### src/rtl/opl_pkg.sv
// Shared widths and the elaboration-time 2^x mantissa table generator for the OPL
// log-to-linear converter.
package opl_pkg;
  localparam int FRAC_W = 8;
  localparam int MANT_W = 10;
  localparam int INT_W  = 4;
  localparam int LOG_W  = INT_W + FRAC_W;
  localparam int MAG_W  = MANT_W + 2;
  localparam int OUT_W  = MAG_W + 1;

  // Q30 fixed point keeps every product inside 64 bits.
  localparam int FX = 30;

  function automatic longint unsigned isqrt(input longint unsigned v);
    longint unsigned r, b, x;
    r = 0;
    x = v;
    b = 64'd1 << 62;
    for (int k = 0; k < 32; k++) begin
      if (x >= r + b) begin
        x = x - (r + b);
        r = (r >> 1) + b;
      end else begin
        r = r >> 1;
      end
      b = b >> 2;
    end
    return r;
  endfunction

  // round(2^(i/2^frac_w) * 2^mant_w) - 2^mant_w, built from repeated square roots of 2.
  function automatic int exp_rom_val(input int i, input int frac_w = FRAC_W,
                                     input int mant_w = MANT_W);
    longint unsigned root, acc;
    root = 64'd2 << FX;
    acc  = 64'd1 << FX;
    for (int k = 1; k <= frac_w; k++) begin
      root = isqrt(root << FX);
      if (i[frac_w-k]) acc = (acc * root) >> FX;
    end
    return int'((acc + (64'd1 << (FX - mant_w - 1))) >> (FX - mant_w)) - (1 << mant_w);
  endfunction
endpackage

### src/rtl/opl_exp_rom.sv
// Synchronous exponent ROM; contents are constants generated at elaboration.
module opl_exp_rom
  import opl_pkg::exp_rom_val;
#(
  parameter int FRAC_W = opl_pkg::FRAC_W,
  parameter int MANT_W = opl_pkg::MANT_W
) (
  input  logic              clk,
  input  logic              rst,
  input  logic              en,
  input  logic [FRAC_W-1:0] addr,
  output logic [MANT_W-1:0] data
);
  logic [MANT_W-1:0] tbl [2**FRAC_W];

  for (genvar i = 0; i < 2**FRAC_W; i++) begin : g_rom
    assign tbl[i] = MANT_W'(exp_rom_val(i, FRAC_W, MANT_W));
  end

  always_ff @(posedge clk) begin
    if (rst)     data <= '0;
    else if (en) data <= tbl[addr];
  end
endmodule

### src/rtl/opl_exp_conv.sv
// Three-stage log-to-linear converter: address/latch, ROM read, shift+sign.
// Elastic valid/ready pipeline; bubbles collapse, stalls hold the output stable.
module opl_exp_conv #(
  parameter int FRAC_W   = opl_pkg::FRAC_W,
  parameter int MANT_W   = opl_pkg::MANT_W,
  parameter int INT_W    = opl_pkg::INT_W,
  parameter int TAG_W    = 5,
  parameter int NEG_MODE = 1,
  localparam int LOG_W   = INT_W + FRAC_W,
  localparam int MAG_W   = MANT_W + 2,
  localparam int OUT_W   = MAG_W + 1
) (
  input  logic             clk,
  input  logic             rst,
  input  logic             in_valid,
  output logic             in_ready,
  input  logic             in_sign,
  input  logic [LOG_W-1:0] in_atten,
  input  logic [TAG_W-1:0] in_tag,
  output logic             out_valid,
  input  logic             out_ready,
  output logic [OUT_W-1:0] out_data,
  output logic [TAG_W-1:0] out_tag
);
  localparam int STAGES = 3;

  typedef struct packed {
    logic             sign;
    logic [INT_W-1:0] sh;
    logic [TAG_W-1:0] tag;
  } ctl_t;

  logic [STAGES:1]   vld_pipe;
  logic              adv1, adv2, adv3;
  ctl_t              c1, c2;
  logic [FRAC_W-1:0] addr1;
  logic [MANT_W-1:0] rom_q;
  logic [MAG_W-1:0]  full, mag;
  logic [OUT_W-1:0]  ext, sv;

  // Each stage loads when empty or when its successor moves on.
  assign adv3      = out_ready | ~vld_pipe[3];
  assign adv2      = adv3 | ~vld_pipe[2];
  assign adv1      = adv2 | ~vld_pipe[1];
  assign in_ready  = adv1;
  assign out_valid = vld_pipe[3];

  opl_exp_rom #(.FRAC_W(FRAC_W), .MANT_W(MANT_W)) u_rom (
    .clk  (clk),
    .rst  (rst),
    .en   (adv2 & vld_pipe[1]),
    .addr (addr1),
    .data (rom_q)
  );

  // Hidden bit restored, then one bit of headroom before the attenuation shift.
  always_comb begin
    full = {1'b1, rom_q, 1'b0};
    mag  = (32'(c2.sh) >= MAG_W) ? '0 : (full >> c2.sh);
    ext  = {1'b0, mag};
    sv   = ext;
    if (c2.sign) sv = (NEG_MODE != 0) ? ~ext : -ext;
  end

  always_ff @(posedge clk) begin
    if (rst) begin
      vld_pipe <= '0;
      c1       <= '0;
      c2       <= '0;
      addr1    <= '0;
      out_data <= '0;
      out_tag  <= '0;
    end else begin
      if (adv1) vld_pipe[1] <= in_valid;
      if (adv2) vld_pipe[2] <= vld_pipe[1];
      if (adv3) vld_pipe[3] <= vld_pipe[2];
      if (adv1 && in_valid) begin
        c1    <= '{sign: in_sign, sh: in_atten[LOG_W-1:FRAC_W], tag: in_tag};
        addr1 <= ~in_atten[FRAC_W-1:0];
      end
      if (adv2 && vld_pipe[1]) c2 <= c1;
      if (adv3 && vld_pipe[2]) begin
        out_data <= sv;
        out_tag  <= c2.tag;
      end
    end
  end
endmodule

### config.mk
export PLATFORM = sky130hd
export DESIGN_NAME = opl_exp_conv
export DESIGN_NICKNAME = d
export VERILOG_FILES = /design/src/rtl/opl_pkg.sv /design/src/rtl/opl_exp_rom.sv /design/src/rtl/opl_exp_conv.sv
export SDC_FILE = /design/constraint.sdc
export NUM_CORES = 1
export LEC_CHECK = 0
export BUFFER_PORTS_ARGS = -buffer_cell sky130_fd_sc_hd__buf_2
export CAP_MARGIN = 40
export CORE_ASPECT_RATIO = 1.2
export CORE_MARGIN = 1
export CORE_UTILIZATION = 50
export DETAILED_ROUTE_END_ITERATION = 12
export PLACE_DENSITY = 0.69
export SYNTH_ARGS = -nofsm -noshare
export SYNTH_HDL_FRONTEND = slang
export SYNTH_SLANG_ARGS = --single-unit
### constraint.sdc
create_clock -name clk -period 7.6 [get_ports clk]
set_input_delay 1.52 -clock clk [delete_from_list [all_inputs] [get_ports clk]]
set_output_delay 1.52 -clock clk [all_outputs]
set_load 0.05 [all_outputs]
==> Word level (Yosys, flattened, before mapping) <==
Memory sizes are Yosys's and may differ from the RTL's. A register that Yosys moved wholly into a read port is not among the register bits.
Cells that the tools add are included.
{ "totals": {"romBits": 2560, "in_bits": 22, "register_bits": 49, "memories": 1, "wordCells": 30, "out_inout_bits": 20} }
{ "memory_table": {"columns": ["name", "depth", "width", "rd", "rd_clocked_by_memory_dff", "write_ports", "line", "rtl"], "rows": [
  ["(no name shown)", 256, 10, 1, 1, 0, "opl_exp_rom.sv:22", "else if (en) data <= tbl[addr];"]
]} }
{ "op_classes": {"bitwise": 10, "reduce_logical": 3, "shifts": 1, "magnitude_cmp": 1, "mux": 2} }
{ "op_table": {"columns": ["operator", "n"], "rows": [
  ["$mux 13", 1],
  ["$not 12->13", 1],
  ["$mux 12", 1],
  ["$shr 12x4->12", 1],
  ["$not 8->9", 1],
  ["$not 8->8", 1],
  ["$ge 4x4->1 const B", 1],
  ["$logic_and 1x1->1", 3],
  ["$not 1->1", 3],
  ["$or 1x1->1", 3],
  ["$and 1x1->1", 1]
]} }

==> Longest topological paths before layout <==
{ "logic_depth": {"word_depth": 5, "ltp_mapped": 10} }

==> Hierarchy <==
Synthesis repeated with hierarchy kept, for this count alone.
{ "unflattened": {"cells_unflattened": 720, "area_unflattened_um2": 5238.8} }
{ "by_module_without_submodules": {"columns": ["module", "seq_area_each_um2", "cells_each", "area_each_um2", "instances"], "rows": [
  ["opl_exp_rom", 200.2, 437, 2866.5, 1],
  ["opl_exp_conv", 980.9, 283, 2372.3, 1]
]} }

==> Worst setup path after synthesis <==
Ideal clock, no wire load.
{ "synth_path": {"path_kind": "input-to-output", "startpoint": "in out_ready", "endpoint": "out in_ready", "arrival_ps": 2290, "path_stages": 3, "setup_slack_ps": 3790, "cell_sequence": "nor2b_1 clkbuf_1 nand3_1"} }
{ "synth_between": {"elab_chain_len": 3} }
{ "synth_lines": {"columns": ["item", "line", "rtl"], "rows": [
  ["start: declaration", "opl_exp_conv.sv:21", "input logic out_ready,"],
  ["$or 1x1->1", "opl_exp_conv.sv:42", "assign adv3 = out_ready | ~vld_pipe[3];"],
  ["$or 1x1->1", "opl_exp_conv.sv:43", "assign adv2 = adv3 | ~vld_pipe[2];"],
  ["$or 1x1->1", "opl_exp_conv.sv:44", "assign adv1 = adv2 | ~vld_pipe[1];"],
  ["end: declaration", "opl_exp_conv.sv:16", "output logic in_ready,"]
]} }
No other way between the ends.

==> Worst setup path in the final report <==
Same ends and word-level chain as after synthesis.

==> metrics.txt <==
routed wl met2 7191 microns; Die Area just over 10000 sq um; gpl congestion just under 1; clock sink count 59; final hold violations 0; Post-CTS Setup Bufs 0; Synth Flop Type dfxtp_1; reg2reg setup slack around 4200 ps; Worst Path Class, Setup primary input to primary output; final period utilization 52.70%; FP Rows 39; final core occ a little under three fifths; die span in x ~93 microns; highest ir drop seen on vdd about 0.000089 V; Max Root-Sink Buffers 2; Post-Syn Area per Cell 7.189 sq um; reg2reg end u_rom.data[3]$_SDFFE_PP0P_; CP endpoint kind primary output; max_slew headroom 48.79%; uppermost layer routed met4; via density per instance between 6 and 7; Clock Latency Late Sink around 320 ps; Placed Cells 799; Total Negative Setup Slacks 0 ps; total CTS buffers 9; post-cts resize count 0; CTS H-Tree Depth 3; Initial Utilization between 50% and 60%; Final ANT Viol Nets 0; Metal-1 WL a little under 6000 microns; Remaining DRCs 0; height of the die around 110 microns; CTS tree yes; CP Launch Type primary input; area grow syn2layout 8.265%; R2R cell count 9; Ys Warns 0; PnR worst setup slack 3595 ps; Pwr Density about 190 nW/um^2; top post-synthesis cells by count nand2_1, nor2_1, a21oi_1; RSZ-0062 raised after global routing no; n_diodes 0; LEAKAGE between 0.0015 and 0.002 uW; status finished, final reports clean; CTS Hold Bufs 0; Layout Cells excl Fill ~820; max-cap viol count 0; clock root cell clkbuf_16; wire length per cell around 19 microns; first-pass GRT wire length roughly 24000 microns; Slew Limit Fails 0; Reg clk slew, reported paths ~50 ps; global route overflow 0; Crit path arrival time around 2500 ps; 1st-iter DRT viols about 540; post-synthesis sequential area ratio between 20% and 30%; WP data required about 6000 ps; initial antenna violation count 0; met3 wire length roughly 1200 microns; HPWL after detailed placement 10100 microns; FMAX 249.7 MHz; share of post-route cells with drive strength above 1 a little over an eighth; DR pass1 iterations 5; most common cell in the netlist nand2_1; DR vias ~5400; area share of the largest cell type after synthesis 23.64%; vias in the first global route 4903; final setup skew approximately 8.5 ps; min Tclk post-route 4005 ps; largest net degree at the start of global routing 81; I/O Buffers 41; Mapped Nets 731; Setup crit start out_ready; Final setup viols 0; core footprint around 9600 sq um; setup slack at placement ~3600 ps; mapped cell area ~5000 sq um; slew at the pin closest to its max-slew limit between 700 and 800 ps; min-delay worst type flop to flop; Syn Inst Count just under 700; Netlist cell types 72; Worst R2R Start addr1[1]$_SDFFE_PP0P_; Worst setup endpoint in_ready; area leader, netlist dfxtp_1; main area contributors after synthesis dfxtp_1, nand2_1, a21oi_1; Post-synth EDFFs 0; Synth async-reset ratio 0%; # nets final 723; Synth Register Bits 59; wirelength, routed roughly 15000 microns; Global Route Usage Sum between 20% and 30%; Ports between 40 and 50; CP max FO 8
## where the power goes
part	switching, uW	leakage, uW	internal [uW]
logic	179	0.00133	97.2
registers	15.8	0.000483	325
clock network	135	0.000143	252
total	330	0.00196	674
## layout by cell type, fill, tap and decap left out, types with 6 or more instances in the layout
cell type  count
nand2_1      102
buf_4         11
o211ai_1      13
xnor2_1        8
a31oi_1       11
nor2b_1       20
a2111oi_0      8
o21ai_0       27
inv_1         12
a311oi_1      12
xor2_1         6
ha_1          14
nor3_1        15
mux2i_1        8
a211oi_1      29
dfxtp_1       57
mux4_2         9
or2_2          6
a21oi_1       67
nand3_1       15
nand2b_1      13
clkbuf_16      9
buf_2         41
nor2_1        73
## worst min-delay path by stage
stage	depth (start not counted)	slack (ps)	from	end
after global routing	2	470	out_tag[4]$_SDFFE_PP0P_	out_tag[4]$_SDFFE_PP0P_
after CTS	2	450	out_data[3]$_SDFFE_PP0P_	out_data[3]$_SDFFE_PP0P_
final	2	450	out_data[3]$_SDFFE_PP0P_	out_data[3]$_SDFFE_PP0P_
after detailed placement	2	440	out_data[3]$_SDFFE_PP0P_	out_data[3]$_SDFFE_PP0P_
after floorplan	2	430	c1[0]$_SDFFE_PP0P_	c2[0]$_SDFFE_PP0P_
after global placement	2	440	out_data[3]$_SDFFE_PP0P_	out_data[3]$_SDFFE_PP0P_
## through the flow
step | total power [uW] | hold WS, ps | cell area, sq um
global placement | 612.5 | 435.8 | 5111
global route | 1046 | 465.6 | 5409
finish | 1004 | 446.8 | 5409
detailed placement | 615.0 | 443.3 | 5122
CTS | 1001 | 448.3 | 5409
floorplan | 553.9 | 432.1 | 4996
## cells by family (layout without fill, tap and decap cells)
group	count (synthesis)	in the layout	synth area share (%)
fa+ha+maj	15	15	3.707
buf+inv	87	84	7.914
flops	59	59	23.64
mux	18	18	5.885
simple gates	267	267	24.22
xor+xnor	14	14	2.454
compound gates	235	235	32.18
## routing by layer
metal	global-route usage, %	vias up
met5	0	-
met4	19.59	0
met3	4.030	71
met2	48.63	311
met1	33.77	2463
li1	-	2529
## area by class of cell
type	count	area, sq um
sequential	59	1184
tap	123	153.9
clock buffer	11	232.7
timing repair buffer	53	299.0
fill	937	4204
clock inverter	5	53.80
multi-input combinational	549	3430
inverter	15	56.30
## sequential cells by signal (all words and copies together) (netlist names)
register	flops
out_tag	5
u_rom.data	10
vld_pipe	3
c2	10
out_data	13
addr1	8
c1	10
## worst max-delay path: stages
cell,delay (ps)
buf_2,100
nor2b_1,430
nand3_1,190
buf_2,250
Note: power is estimated with default switching activity, not from simulation.
